`config.mk`:
```
export PLATFORM = sky130hd
export DESIGN_NAME = arp_wavetable_sequencer
export DESIGN_NICKNAME = d
export VERILOG_FILES = /design/src/rtl/arp_wavetable_sequencer.sv
export SDC_FILE = /design/constraint.sdc
export NUM_CORES = 1
export LEC_CHECK = 0
export CAP_MARGIN = 20
export CORE_ASPECT_RATIO = 0.7
export CORE_MARGIN = 3
export CORE_UTILIZATION = 45
export CTS_BUF_LIST = sky130_fd_sc_hd__clkbuf_8
export CTS_CLUSTER_DIAMETER = 40
export DETAILED_ROUTE_END_ITERATION = 8
export HOLD_SLACK_MARGIN = 0.15
export PLACE_DENSITY = 0.62
export SYNTH_ARGS = -nofsm -noshare
export SYNTH_HDL_FRONTEND = slang
export SYNTH_SLANG_ARGS = --single-unit
```
`constraint.sdc`:
```
create_clock -name CLK100MHZ -period 6.1 [get_ports CLK100MHZ]
set_input_delay 1.22 -clock CLK100MHZ [delete_from_list [all_inputs] [get_ports CLK100MHZ]]
set_output_delay 1.22 -clock CLK100MHZ [all_outputs]
set_load 0.01 [all_outputs]
```
`src/rtl/arp_wavetable_sequencer.sv`:
```
// -----------------------------------------------------------------------------
// arp_wavetable_sequencer
//
// Steps the sine-wavetable BRAM read address at a rate set by the switches,
// captures each BRAM sample for the PWM stage, and optionally arpeggiates
// through four notes (root, major third, fifth, octave).
//
// Ports
//   CLK100MHZ    in   1       system clock
//   CPU_RESETN   in   1       asynchronous active-low reset
//   arp_en       in   1       level; 1 = arpeggiate, 0 = hold root note
//   sw           in   8       pitch select; larger value = lower pitch
//   bram_en      out  1       BRAM read enable, one-cycle pulse per step
//   bram_addr    out  ADDR_W  BRAM read address (wraps, never reset by notes)
//   bram_dout    in   DATA_W  BRAM read data, valid BRAM_LAT clocks after bram_en
//   sample       out  DATA_W  held sample to PWM
//   sample_valid out  1       one-cycle pulse when sample updates
//   note         out  2       current note index
// -----------------------------------------------------------------------------
module arp_wavetable_sequencer #(
    parameter int ADDR_W      = 8,
    parameter int DATA_W      = 11,
    parameter int BASE_OFFSET = 746,
    parameter int NOTE_HOLD   = 50_000_000,
    parameter int BRAM_LAT    = 1
) (
    input  logic              CLK100MHZ,
    input  logic              CPU_RESETN,
    input  logic              arp_en,
    input  logic [7:0]        sw,
    output logic              bram_en,
    output logic [ADDR_W-1:0] bram_addr,
    input  logic [DATA_W-1:0] bram_dout,
    output logic [DATA_W-1:0] sample,
    output logic              sample_valid,
    output logic [1:0]        note
);

    // Step periods span 373..1001 clocks, so 10 bits cover every counter.
    localparam int P_W   = 10;
    localparam int TMR_W = $clog2(NOTE_HOLD);

    typedef enum logic [1:0] {
        N0 = 2'd0,
        N1 = 2'd1,
        N2 = 2'd2,
        N3 = 2'd3
    } note_state_t;

    // ------------------------------------------------------------------
    // Step period selection
    // ------------------------------------------------------------------
    logic [P_W-1:0] w_div_base;
    logic [P_W-1:0] w_p_major3;
    logic [P_W-1:0] w_p_fifth;
    logic [P_W-1:0] w_p_octave;
    logic [P_W-1:0] w_p_sel;
    logic [P_W-1:0] w_p_eff;
    logic           w_step_last;

    note_state_t    r_state;
    note_state_t    w_state_nxt;
    logic [TMR_W-1:0] r_note_tmr;
    logic [TMR_W-1:0] w_tmr_nxt;

    logic [P_W-1:0]    r_step_cnt;
    logic [P_W-1:0]    r_p_lat;
    logic              r_p_loaded;
    logic              r_bram_en;
    logic [ADDR_W-1:0] r_bram_addr;

    logic [BRAM_LAT-1:0] r_lat_pipe;
    logic [DATA_W-1:0]   r_sample;
    logic                r_sample_valid;

    // Root period is kept at full 10 bits; 746+255 would alias if narrowed.
    assign w_div_base = P_W'(BASE_OFFSET) + {2'b00, sw};

    // Ratios are 8-bit fixed point: 205/256 ~ 4/5, 171/256 ~ 2/3.
    assign w_p_major3 = P_W'((18'(w_div_base) * 18'd205) >> 8);
    assign w_p_fifth  = P_W'((18'(w_div_base) * 18'd171) >> 8);
    assign w_p_octave = w_div_base >> 1;

    always_comb begin
        // NOTE: every always_comb output gets a default first so no path can
        // leave it unassigned and infer a latch.
        w_p_sel = w_div_base;
        case (r_state)
            N1:      w_p_sel = w_p_major3;
            N2:      w_p_sel = w_p_fifth;
            N3:      w_p_sel = w_p_octave;
            default: w_p_sel = w_div_base;
        endcase
    end

    // The very first step after reset has no latched period yet; it uses the
    // live selection, which is frozen into r_p_lat on the first clock.
    assign w_p_eff     = r_p_loaded ? r_p_lat : w_p_sel;
    assign w_step_last = (r_step_cnt == w_p_eff - P_W'(1));

    // ------------------------------------------------------------------
    // Step timer and address generator
    // ------------------------------------------------------------------
    always_ff @(posedge CLK100MHZ or negedge CPU_RESETN) begin
        if (!CPU_RESETN) begin
            r_step_cnt  <= '0;
            r_p_lat     <= '0;
            r_p_loaded  <= 1'b0;
            r_bram_en   <= 1'b0;
            r_bram_addr <= '0;
        end else begin
            // NOTE: state registers use non-blocking assignments so every
            // block sees the pre-edge values regardless of evaluation order.
            r_bram_en <= 1'b0;
            if (!r_p_loaded) begin
                r_p_loaded <= 1'b1;
                r_p_lat    <= w_p_sel;
            end
            if (w_step_last) begin
                // Latching here uses the pre-edge note, so a note change on
                // this same edge only applies from the following step.
                r_step_cnt  <= '0;
                r_p_lat     <= w_p_sel;
                r_bram_addr <= r_bram_addr + ADDR_W'(1);
                r_bram_en   <= 1'b1;
            end else begin
                r_step_cnt <= r_step_cnt + P_W'(1);
            end
        end
    end

    // ------------------------------------------------------------------
    // Sample capture: a shift register tracks the read through the BRAM.
    // ------------------------------------------------------------------
    always_ff @(posedge CLK100MHZ or negedge CPU_RESETN) begin
        if (!CPU_RESETN) begin
            // NOTE: the latency pipe is reset so a read in flight at reset
            // can never produce a sample_valid after release.
            r_lat_pipe     <= '0;
            r_sample       <= '0;
            r_sample_valid <= 1'b0;
        end else begin
            r_lat_pipe     <= BRAM_LAT'({r_lat_pipe, r_bram_en});
            r_sample_valid <= r_lat_pipe[BRAM_LAT-1];
            if (r_lat_pipe[BRAM_LAT-1]) begin
                r_sample <= bram_dout;
            end
        end
    end

    // ------------------------------------------------------------------
    // Note FSM
    // ------------------------------------------------------------------
    always_ff @(posedge CLK100MHZ or negedge CPU_RESETN) begin
        if (!CPU_RESETN) begin
            r_state    <= N0;
            r_note_tmr <= '0;
        end else begin
            r_state    <= w_state_nxt;
            r_note_tmr <= w_tmr_nxt;
        end
    end

    always_comb begin
        w_state_nxt = r_state;
        w_tmr_nxt   = r_note_tmr;
        if (!arp_en) begin
            // Disabling takes priority over a timer wrap on the same edge.
            w_state_nxt = N0;
            w_tmr_nxt   = '0;
        end else if (r_note_tmr == TMR_W'(NOTE_HOLD - 1)) begin
            w_tmr_nxt = '0;
            case (r_state)
                N0:      w_state_nxt = N1;
                N1:      w_state_nxt = N2;
                N2:      w_state_nxt = N3;
                default: w_state_nxt = N0;
            endcase
        end else begin
            w_tmr_nxt = r_note_tmr + TMR_W'(1);
        end
    end

    // ------------------------------------------------------------------
    // Outputs
    // ------------------------------------------------------------------
    assign bram_en      = r_bram_en;
    assign bram_addr    = r_bram_addr;
    assign sample       = r_sample;
    assign sample_valid = r_sample_valid;
    assign note         = r_state;

endmodule

```
# [Yosys cells after proc, flatten, opt, wreduce, memory -nomap -nowiden]
# Index checks and enable logic that the tools add are counted.
[totals] regBits=71 input_bits=22 wordCells=34
[op_classes] addsub=5 n_mul=2 n_eq_ne=6 muxes=10 n_reduce_logical=1
[op_table] cell="$mux W26" count=2
[op_table] cell="$mul A10 B8 Y18 const B" count=2
[op_table] cell="$mux W10" count=3
[op_table] cell="$pmux W10 S3" count=1
[op_table] cell="$add A26 B1 Y26 const B" count=1
[op_table] cell="$eq A26 B26 Y1 const B" count=1
[op_table] cell="$add A10 B1 Y10 const B" count=1
[op_table] cell="$add A10 B8 Y10 const A" count=1
[op_table] cell="$eq A10 B10 Y1" count=1
[op_table] cell="$sub A10 B1 Y10 const B" count=1
[op_table] cell="$add A8 B1 Y8 const B" count=1
[op_table] cell="$pmux W2 S3" count=1
[op_table] cell="$eq A2 B2 Y1 const B" count=2
[op_table] cell="$mux W2" count=2
[op_table] cell="$eq A2 B1 Y1 const B" count=1
[op_table] cell="$logic_not A2 Y1" count=1
[op_table] cell="$ne A2 B1 Y1 const B" count=1
[op_table] cell="$mux W1" count=1

# [Logic depth before layout (Yosys ltp)]
[depth] depth_word=7 depth_mapped=29 depth_no_buf=27

# [Worst setup path after synthesis]
# OpenSTA, ideal clock, no wires.
[synth_path] path_kind="input-to-reg" startpoint="in sw[1]" endpoint="reg r_p_lat[6]" setup_ps=128 t_arrival_ps=7142 t_required_ps=5972 setup_slack_ps=-1170 stages=26 cell_sequence="ha_1 o21ai_1 xor2_1 ha_1 inv_1 fa_1 fa_1 inv_1 fa_1 ha_1 buf_4 a21oi_1 o221ai_1 xor2_1 nand2_1 a32o_1 nor2_1 a21oi_1 ha_1 xnor2_1 nor3_1 and4b_1 o32a_2 o2111ai_4 buf_6 mux2_1"
[synth_via] elab_chain_len=7 word_cells_on_any_way=8
[synth_lines] item="start: declaration" line_no="30" rtl="input logic [7:0] sw,"
[synth_lines] item="$add A10 B8 Y10 (*)" line_no="77" rtl="assign w_div_base = P_W'(BASE_OFFSET) + {2'b00, sw};"
[synth_lines] item="$mul A10 B8 Y18, on equally long branches" line_no="81, 80"
[synth_lines] item="$pmux W10 S3 (*)" line_no="88" rtl="case (r_state)"
[synth_lines] item="$mux W10" line_no="115" rtl="if (!r_p_loaded) begin"
[synth_lines] item="$sub A10 B1 Y10" line_no="99" rtl="assign w_step_last = (r_step_cnt == w_p_eff - P_W'(1));"
[synth_lines] item="$eq A10 B10 Y1" line_no="99"
[synth_lines] item="$mux W10 (*)" line_no="119" rtl="if (w_step_last) begin"
[synth_lines] item="end signal: assignment" line_no="117" rtl="r_p_lat <= w_p_sel;"
[synth_lines] item="end signal: assignment" line_no="123" rtl="r_p_lat <= w_p_sel;"
[synth_lines] item="end: declaration" line_no="67" rtl="logic [P_W-1:0] r_p_lat;"
# Mark *: on every way between the ends. The rest lies on a longest branch, timed or not.
# A chain may end at the register's enable or synchronous reset.

# [Final worst setup path]
[layout_path] startpoint="in sw[2]" endpoint="reg r_p_lat[6]"
# Same word-level chain as after synthesis.

==> flow_metrics.env <==
export IMPL_antenna_found_initial=0
export IMPL_post_route_drc_count=0
export IMPL_timing_max_slew_rel_slack=0.3684
export IMPL_synth_enable_flop_cells=0
export IMPL_synth_seq_cells=71
export IMPL_start_util=0.4696
export IMPL_floorplan_die_area_um2=17210
export IMPL_setup_viol=29
export IMPL_drt_first_iter_violations=374
export IMPL_hold_path_cell_count=0
export IMPL_filler_cell_count=1187
export IMPL_p_leak_uw=0.004585
export IMPL_route_detailed_vias_per_inst=5.496
export IMPL_path_clk_slew_ns=0.08
export IMPL_timing_critical_path_from_type="primary input"
export IMPL_crit_path_max_fanout=6
export IMPL_timing_final_crit_period_ns=6.925
export IMPL_criticalPathCategory="in2reg"
export IMPL_totalPowerFinal_uw=3791
export IMPL_outcome="finished, violations left"
export IMPL_syn_nets=912
export IMPL_maxCapViolCount=0
export IMPL_hold_class="reg2reg"
export IMPL_placement_cell_area_um2=8738
export IMPL_gpl_wtd_cong=0.9343
export IMPL_seq_area_frac_synth=0.2523
export IMPL_ctsLongestPathBuffers=2
export IMPL_nNetsFinal=1110
export IMPL_fin_area_um2=9916
export IMPL_drt_first_pass_iters=5
export IMPL_dpl_hpwl_um=15070
export IMPL_cts_tree="done"
export IMPL_synth_distinct_cells=77
export IMPL_area_of_the_core_um2=15000
export IMPL_cts_hold_buffers_added=0
export IMPL_worst_ep_arrival_time_ns=7.17
export IMPL_finalWorstSetupSlack_ns=-0.8247
export IMPL_grt_ovfl_total=0
export IMPL_detail_route_wl_per_cell_um=17.07
export IMPL_worst_clock_skew_on_the_final_layout_ns=0.01449
export IMPL_failed_checks="negative setup slack"
export IMPL_first_pass_grt_wire_length_um=32130
export IMPL_portBuffers=44
export IMPL_ir_drop_mv=0.2578
export IMPL_critPathRequiredTime_ns=6.34
export IMPL_synth_avg_cell_area_um2=9.207
export IMPL_layout_area_overhead_vs_synth_pct=40.79
export IMPL_die_x_um=155.5
export IMPL_critical_path_capture_point_type="register"
export IMPL_row_count=37
export IMPL_hold_violations=0
export IMPL_synthesis_instances=765
export IMPL_drive_gt1_frac=0.3254
export IMPL_global_route_usage_sum=0.2283
export IMPL_largest_net_degree_at_the_start_of_global_routing=72
export IMPL_drt_total_wl_um=19850
export IMPL_post_route_period_util=1.135
export IMPL_async_s_r_ff_share_synth=1.000
export IMPL_route_vias_total=6392
export IMPL_ctsRootBufferMaster="clkbuf_8"
export IMPL_ff2ff_path_depth=15
export IMPL_cts_sinks=71
export IMPL_diodes=0
export IMPL_grt_setup_unrepaired="yes"
export IMPL_syn_area_um2=7043
export IMPL_design_portCount=45
export IMPL_finalMaxSlewViolations=0
export IMPL_drtAntennaViolNets=0
export IMPL_h_tree_depth=3
export IMPL_die_height_um=110.7
export IMPL_fmaxAchievable_mhz=144.4
export IMPL_grt_pass1_vias=6320
export IMPL_worst_max_slew_pin_slew_ns=0.9474
export IMPL_ys_warnings_count=0
export IMPL_power_density_nw_per_um2=382.3
export IMPL_synth_top_flop_cell="dfrtp_1"
export IMPL_number_of_buffers_added_by_the_clock_tree_synthesis_step=9
export IMPL_clock_latency_ns=0.36
-- stage by stage --
step / instances / setup slack, ns / setup TNS (ns) / utilization / hold slack (ns)
after global placement: 1109 / -1.791 / -48.35 / 0.5826 / 0.3584
after floorplan: 765 / -0.7942 / -19.06 / - / 0.3802
final: 1163 / -0.8247 / -22.05 / 0.6611 / 0.3855
after global routing: 1163 / -1.045 / -28.23 / 0.6611 / 0.4048
after detailed placement: 1109 / -1.923 / -51.93 / 0.5826 / 0.3697
after CTS: 1145 / -0.8731 / -22.42 / 0.6266 / 0.3911
-- power breakdown --
group | internal [uW] | switching (uW)
clock | 189 | 189
combinational | 1390 | 1460
sequential | 503 | 53.2
-- repair_timing --
action,in CTS,in global routing
pin swaps,37,45
resized for setup,78,71
buffers inserted,19,18
endpoints found under the setup margin,29,29
gates cloned,1,0
-- layout by cell type, fill, tap and decap left out, types with 5 or more instances in the layout --
| master | instances |
|---|---|
| ha_4 | 12 |
| xor2_1 | 28 |
| mux2i_1 | 8 |
| inv_1 | 89 |
| a21oi_1 | 21 |
| buf_4 | 148 |
| nand3b_1 | 6 |
| a21oi_4 | 5 |
| nand3_1 | 23 |
| a21oi_2 | 7 |
| nand2_1 | 44 |
| dfrtp_1 | 71 |
| ha_1 | 80 |
| mux2_2 | 15 |
| nor3_2 | 5 |
| o211ai_1 | 5 |
| nand4_1 | 11 |
| nand2b_1 | 8 |
| or3_1 | 8 |
| nor3_1 | 12 |
| buf_6 | 13 |
| clkdlybuf4s50_1 | 36 |
| nor2_1 | 57 |
| fa_1 | 31 |
| and3_1 | 8 |
| o21ai_0 | 20 |
| xnor2_1 | 14 |
| clkbuf_8 | 9 |
| inv_2 | 6 |
| and2_1 | 7 |
| o2111ai_4 | 5 |
-- cell type report --
class,instances,area (um2),share of cell area
Clock buffer,9,123.9,0.01249
Clock inverter,7,72.57,0.007319
Inverter,95,359.1,0.03621
Multi-Input combinational cell,578,5584,0.5632
Sequential cell,71,1777,0.1792
Tap cell,195,244.0,0.02461
Timing Repair Buffer,208,1755,0.1770
-- layer usage --
layer  share of wire  global-route usage  wire [um]  vias up
li1                -                   -          -     3085
met1            0.50              0.3583       9947     3157
met4          0.0078             0.03732        155        0
met3           0.058             0.04448       1149       15
met2            0.43              0.3294       8602      135
met5               0                   0          0        -
-- worst max-delay path: stages --
cell	delay, ns
buf_8	0.11
ha_4	0.16
buf_4	0.15
xnor2_4	0.16
buf_12	0.15
ha_1	0.30
inv_1	0.07
fa_1	0.53
inv_1	0.06
fa_1	0.51
fa_2	0.48
ha_4	0.34
a21oi_4	0.08
nand3_1	0.08
and4b_1	0.21
a311o_1	0.39
o32ai_4	0.27
buf_6	0.14
buf_6	0.09
o211ai_1	0.14
o21a_1	0.25
o2111a_1	0.26
o32a_4	0.38
o2111ai_4	0.15
buf_6	0.18
mux2_4	0.29
-- path summary, 6_finish.rpt --
kind / from / endpoint / slack [ns]
max in group asynchronous: CPU_RESETN / r_note_tmr[18]$_DFF_PN0_ / 4.44
worst max-delay path: sw[2] / r_p_lat[6]$_DFF_PN0_ / -0.82
worst max register to register: note[1]$_DFFE_PN0P_ / r_p_lat[6]$_DFF_PN0_ / 1.66
min in group asynchronous: CPU_RESETN / bram_addr[5]$_DFFE_PN0N_ / 1.07
worst min register to register: bram_en$_DFF_PN0_ / r_lat_pipe$_DFF_PN0_ / 0.39
worst min-delay path: bram_en$_DFF_PN0_ / r_lat_pipe$_DFF_PN0_ / 0.39
-- cell families after synthesis --
kind of cell	share of synthesized area
DFF	0.2523
and+or+nand+nor	0.1801
xor gates and xnor gates	0.06573
adders and majority gates	0.2562
muxes	0.04797
other	0.0005324
AOI/OAI and AO/OA	0.1329
buffers and inverters	0.06431
-- sequential cells by signal (all words and copies together) (netlist names) --
name          flops
r_p_loaded        1
r_p_lat          10
r_note_tmr       26
note              2
bram_addr         8
sample_valid      1
sample           11
r_step_cnt       10
bram_en           1
r_lat_pipe        1
-- synth_stat cells (7+ instances only) --
| master | n | area share |
|---|---|---|
| a211oi_1 | 7 | 0.0075 |
| xnor2_1 | 17 | 0.021 |
| o21ai_0 | 24 | 0.017 |
| clkbuf_1 | 18 | 0.0096 |
| fa_1 | 32 | 0.091 |
| dfrtp_1 | 71 | 0.25 |
| ha_1 | 93 | 0.17 |
| mux2i_1 | 12 | 0.017 |
| and2_1 | 7 | 0.0062 |
| or3_1 | 9 | 0.0080 |
| nand4_1 | 11 | 0.0098 |
| a21oi_1 | 33 | 0.023 |
| nand2b_1 | 8 | 0.0071 |
| xor2_1 | 34 | 0.042 |
| and3_1 | 8 | 0.0071 |
| nor2_1 | 61 | 0.033 |
| inv_1 | 95 | 0.051 |
| mux2_2 | 17 | 0.027 |
| nor3_1 | 17 | 0.012 |
| nand3_1 | 24 | 0.017 |
| nand2_1 | 48 | 0.026 |
(Power assumes the default switching activity.)
